File: config.mk
export PLATFORM = sky130hd
export DESIGN_NAME = keypad_cmd
export DESIGN_NICKNAME = d
export VERILOG_FILES = /design/src/rtl/keypad_pkg.sv /design/src/rtl/cmd_fifo.sv /design/src/rtl/keypad_cmd.sv
export SDC_FILE = /design/constraint.sdc
export NUM_CORES = 1
export LEC_CHECK = 0
export ABC_AREA = 1
export BUFFER_PORTS_ARGS = -buffer_cell sky130_fd_sc_hd__buf_2
export CAP_MARGIN = 15
export CORE_MARGIN = 3
export CORE_UTILIZATION = 50
export CTS_CLUSTER_SIZE = 8
export DETAILED_ROUTE_END_ITERATION = 6
export GPL_TIMING_DRIVEN = 0
export PLACE_DENSITY = 0.73
export SKIP_CTS_REPAIR_TIMING = 1
export SLEW_MARGIN = 20
export SYNTH_ARGS = -nofsm -noshare
export SYNTH_HDL_FRONTEND = slang
export SYNTH_SLANG_ARGS = --single-unit
File: constraint.sdc
create_clock -name clk -period 5.51 [get_ports clk]
set_input_delay 0.2755 -clock clk [delete_from_list [all_inputs] [get_ports clk]]
set_output_delay 0.2755 -clock clk [all_outputs]
set_load 0.03 [all_outputs]
File: src/rtl/keypad_pkg.sv
// Shared command encodings and keypad key codes for the keypad command path.
// map_key turns a 4-bit key code into a game command (CMD_NONE = discard).
package keypad_pkg;

    typedef enum logic [2:0] {
        CMD_NONE  = 3'd0,
        CMD_UP    = 3'd1,
        CMD_DOWN  = 3'd2,
        CMD_LEFT  = 3'd3,
        CMD_RIGHT = 3'd4,
        CMD_BOMB  = 3'd5,
        CMD_PAUSE = 3'd6
    } cmd_t;

    localparam int CMD_W = 3;

    localparam logic [3:0] KEY_UP    = 4'd2;
    localparam logic [3:0] KEY_DOWN  = 4'd8;
    localparam logic [3:0] KEY_LEFT  = 4'd4;
    localparam logic [3:0] KEY_RIGHT = 4'd6;
    localparam logic [3:0] KEY_BOMB  = 4'd5;
    localparam logic [3:0] KEY_PAUSE = 4'd0;

    function automatic cmd_t map_key(input logic [3:0] code);
        cmd_t c;
        case (code)
            KEY_UP:    c = CMD_UP;
            KEY_DOWN:  c = CMD_DOWN;
            KEY_LEFT:  c = CMD_LEFT;
            KEY_RIGHT: c = CMD_RIGHT;
            KEY_BOMB:  c = CMD_BOMB;
            KEY_PAUSE: c = CMD_PAUSE;
            default:   c = CMD_NONE;
        endcase
        return c;
    endfunction

endpackage

File: src/rtl/cmd_fifo.sv
// First-word-fall-through command FIFO: head is read combinationally from a
// small register file; a push into a full FIFO only lands if a pop frees a slot.
module cmd_fifo #(
    parameter int FIFO_DEPTH = 4,
    parameter int WIDTH      = 3
) (
    input  logic             clk,
    input  logic             rst,
    input  logic             push,
    input  logic [WIDTH-1:0] wdata,
    input  logic             pop,
    output logic [WIDTH-1:0] rdata,
    output logic             full,
    output logic             empty,
    output logic [4:0]       level
);

    localparam int PW = (FIFO_DEPTH > 1) ? $clog2(FIFO_DEPTH) : 1;

    logic [WIDTH-1:0] mem_reg [FIFO_DEPTH];
    logic [PW-1:0]    wr_ptr_reg;
    logic [PW-1:0]    rd_ptr_reg;
    logic [4:0]       level_reg;
    logic             do_push;
    logic             do_pop;

    assign full    = (level_reg == 5'(FIFO_DEPTH));
    assign empty   = (level_reg == 5'd0);
    assign level   = level_reg;
    assign do_pop  = pop && !empty;
    assign do_push = push && (!full || do_pop);
    // Forced to zero when empty so the head reads 0 after reset without clearing storage.
    assign rdata   = empty ? '0 : mem_reg[rd_ptr_reg];

    always_ff @(posedge clk) begin
        if (do_push) begin
            mem_reg[wr_ptr_reg] <= wdata;
        end
    end

    // Power-of-two depth lets the pointers wrap by plain overflow.
    always_ff @(posedge clk) begin
        if (rst) begin
            wr_ptr_reg <= '0;
            rd_ptr_reg <= '0;
            level_reg  <= 5'd0;
        end else begin
            if (do_push) begin
                wr_ptr_reg <= wr_ptr_reg + PW'(1);
            end
            if (do_pop) begin
                rd_ptr_reg <= rd_ptr_reg + PW'(1);
            end
            case ({do_push, do_pop})
                2'b10:   level_reg <= level_reg + 5'd1;
                2'b01:   level_reg <= level_reg - 5'd1;
                default: level_reg <= level_reg;
            endcase
        end
    end

endmodule

File: src/rtl/keypad_cmd.sv
// Debounces the keypad scanner's sticky key code, turns changes of the accepted
// key into game commands and queues them for the consumer.
module keypad_cmd
    import keypad_pkg::*;
#(
    parameter int STABLE_CYCLES = 500000,
    parameter int FIFO_DEPTH    = 4
) (
    input  logic       clk,
    input  logic       rst,
    input  logic [3:0] decode,
    output logic [2:0] cmd,
    output logic       cmd_valid,
    input  logic       cmd_ready,
    output logic [4:0] level,
    output logic       overflow
);

    localparam int CW = $clog2(STABLE_CYCLES + 1);
    localparam logic [CW-1:0] CNT_SAT = CW'(STABLE_CYCLES);
    localparam logic [CW-1:0] CNT_ACC = CW'(STABLE_CYCLES - 1);

    logic [3:0]    sync1_reg;
    logic [3:0]    sync_reg;
    logic [3:0]    candidate_reg;
    logic [CW-1:0] counter_reg;
    logic [3:0]    accepted_reg;
    logic          baseline_reg;
    cmd_t          cmd_reg;
    logic          push_reg;
    logic          overflow_reg;

    logic          stable;
    logic          accept;
    logic          key_event;
    cmd_t          mapped;
    logic          fifo_full;
    logic          fifo_empty;

    assign stable    = (sync_reg == candidate_reg);
    // Saturation at STABLE_CYCLES guarantees this fires once per stable period.
    assign accept    = stable && (counter_reg == CNT_ACC);
    assign key_event = accept && baseline_reg && (candidate_reg != accepted_reg);
    assign mapped    = map_key(candidate_reg);

    always_ff @(posedge clk) begin
        if (rst) begin
            sync1_reg     <= 4'd0;
            sync_reg      <= 4'd0;
            candidate_reg <= 4'd0;
            counter_reg   <= '0;
            accepted_reg  <= 4'd0;
            baseline_reg  <= 1'b0;
            cmd_reg       <= CMD_NONE;
            push_reg      <= 1'b0;
            overflow_reg  <= 1'b0;
        end else begin
            sync1_reg <= decode;
            sync_reg  <= sync1_reg;

            if (!stable) begin
                candidate_reg <= sync_reg;
                counter_reg   <= '0;
            end else if (counter_reg != CNT_SAT) begin
                counter_reg <= counter_reg + CW'(1);
            end

            // First acceptance after reset only establishes the baseline key.
            if (accept) begin
                baseline_reg <= 1'b1;
                accepted_reg <= candidate_reg;
            end

            push_reg <= key_event && (mapped != CMD_NONE);
            if (key_event) begin
                cmd_reg <= mapped;
            end

            if (push_reg && fifo_full && !cmd_ready) begin
                overflow_reg <= 1'b1;
            end
        end
    end

    cmd_fifo #(
        .FIFO_DEPTH (FIFO_DEPTH),
        .WIDTH      (CMD_W)
    ) u_fifo (
        .clk   (clk),
        .rst   (rst),
        .push  (push_reg),
        .wdata (cmd_reg),
        .pop   (cmd_ready),
        .rdata (cmd),
        .full  (fifo_full),
        .empty (fifo_empty),
        .level (level)
    );

    assign cmd_valid = !fifo_empty;
    assign overflow  = overflow_reg;

endmodule
==> run metrics <==
commonest non-fill, non-tap cell in the layout nand2_1; Synth Flop Type dfxtp_1; max reg flops 19; routability cong. 0.8131; post-DR wirelength/cell 11.07 um; RR Startpoint u_fifo.level[0]; Mapped Cells 408; synthesized cell area 3052 um2; Port-buffer cells 15; RSZ-0062 raised after global routing false; FFs w/ async S/R, synth 0%; H-tree depth 3; final cycle utilization of the critical path 45.05%; Max VDD drop 284.5 uV; count of final hold-check violations 0; final std cells w/o fill 511; Setup CP Type reg2reg; max_slew headroom 66.78%; Num CTS Buffers 9; final WL 5658 um; Total Nets Final 451; max cap viols 0; Max Clock Freq 402.9 MHz; vias in the first global route 2,168; Synth top area share 34.11%; Fin Clk Skew 0.008008 ns; Die Width 84.13 um; drt pass-1 iters 5; Slew Viols, Final 0; WP data required 5.78 ns; Fin Setup TNS 0 ns; top post-synthesis cells by area dfxtp_1, edfxtp_1, nand2_1, nor2_1, inv_1; total track usage 16.40%; Clock Sinks 64; Post-synth EDFFs 12; Antenna Nets Post-Route 0; detailed-route via count 2,515; Iter 0 DRT Violations 131; Initial Util 53.45%; Ports 17; DP Wirelength 4061 um; std cell rows 27; die span in y 84.13 um; Inst Count DP 495; drc violations 0; FILL cells 528; Ant. Diodes 0; CP startpoint u_fifo.level[0]; Period minus WS final 2.482 ns; die area 7077 um2; register area share after synthesis 45.92%; GRT overflow 0; Hold Path Cell Cnt 3; crit path launch type flip-flop; power per cell area 383.5 nW/um2; Worst Path Arrival 2.75 ns; Core Area 5709 um2; Netlist cell types 33; synthesized flop and latch total 64; Setup crit end kind flip-flop; initial antenna violation count 0; share of cells above drive strength 1 12.30%; Leakage 1.406 nW; largest net degree at the start of global routing 12; Longest Clk Path Bufs 2; Warnings, synthesis 0; setup violators final 0; TritonCTS clock tree done; clock-pin slew on the worst setup and hold paths 0.07 ns; worst-skew pair later-pin latency 0.34 ns; Root Buffer Master clkbuf_8; Layout area overhead 12.22%; most frequent cells in the layout nand2_1, nor2_1, inv_1, dfxtp_1, a21oi_1; status complete, no violations; Min-Delay Path Class in2reg; crit path max fanout 10; Mapped Nets 425; first-pass GRT wire length 9273 um; Syn Area/Cell 7.480 um2; vias per inst 4.922; hold path startpoint decode[1]; R2R cell count 16; top cell type by total area after synthesis dfxtp_1; Worst-Margin Slew 0.4983 ns
[worst paths after layout]
kind,end,slack [ns]
setup reg to reg,u_fifo.level[4],3.03
hold / removal,sync1_reg[1],0.13
setup / recovery,u_fifo.level[4],3.03
hold reg to reg,sync_reg[3],0.40
[Yosys cell counts, types with 2 or more instances]
cell type,count
nand2_1,78
nor2_4,3
inv_1,61
inv_2,6
ha_1,10
nand2_2,4
xor2_1,7
nor3_2,2
nand4_1,3
o21a_1,2
nor3_1,13
nor2_2,3
nand3_2,2
edfxtp_1,12
o21ai_0,25
a31oi_1,2
a21oi_1,31
nor2_1,62
dfxtp_1,52
nand3_1,16
nand3b_1,2
[metrics by stage]
step	utilization [%]	worst slack, ns	power, mW	instance area [um2]	hold slack, ns
4_1_cts	59.98	3.027	1.323	3425	0.1152
2_1_floorplan	-	3.143	0.8177	3052	0.3825
6_report	59.98	3.028	1.313	3425	0.1293
3_3_place_gp	56.34	3.149	0.8930	3217	0.3896
5_1_grt	59.98	2.682	1.389	3425	0.1213
3_5_place_dp	56.34	3.089	0.9041	3217	0.3962
[critical path: stages, from the launching register on]
cell     delay, ns
dfxtp_1       0.35
inv_1         0.11
nand3_1       0.08
nor3_1        0.23
nand2_1       0.08
nand2_1       0.26
ha_1          0.34
xor2_1        0.21
ha_1          0.17
inv_1         0.04
nand2_1       0.09
nand3_1       0.10
nand2_1       0.09
nand2_1       0.05
nand2_1       0.05
nand2_1       0.04
a21oi_1       0.10
[layout make-up]
type,instances,area (um2),area share (%)
sequential,64,1401,40.92
multi-input combinational,272,1368,39.93
inverter,67,251.5,7.344
clock buffer,12,156.4,4.567
tap,72,90.09,2.631
timing repair buffer,15,75.07,2.192
clock inverter,4,51.30,1.498
buffer,5,31.28,0.9134
[cells by family (layout without fill, tap and decap cells)]
| kind of cell | Yosys count | after routing | share of synthesized area [%] |
|---|---|---|---|
| simple gates | 190 | 190 | 27.35 |
| buf+inv | 72 | 103 | 9.266 |
| compound gates | 65 | 65 | 11.36 |
| flops | 64 | 64 | 45.92 |
| fa+ha+maj | 10 | 10 | 4.100 |
| xor+xnor | 7 | 7 | 2.009 |
[power by group]
part	internal [mW]	total (mW)	leakage (nW)	switching, mW
clock	0.237	0.417	0.102	0.181
sequential	0.506	0.541	0.562	0.0348
combinational	0.114	0.355	0.742	0.241
total	0.857	1.31	1.41	0.456
[per-layer routing]
| metal | GRT usage [%] | share of wire [%] |
|---|---|---|
| met1 | 19.45 | 48 |
| met2 | 27.26 | 46 |
| met3 | 3.554 | 3.6 |
| met4 | 9.503 | 2.5 |
| met5 | 0 | 0 |
No activity file was read; power rests on OpenSTA's default activity.
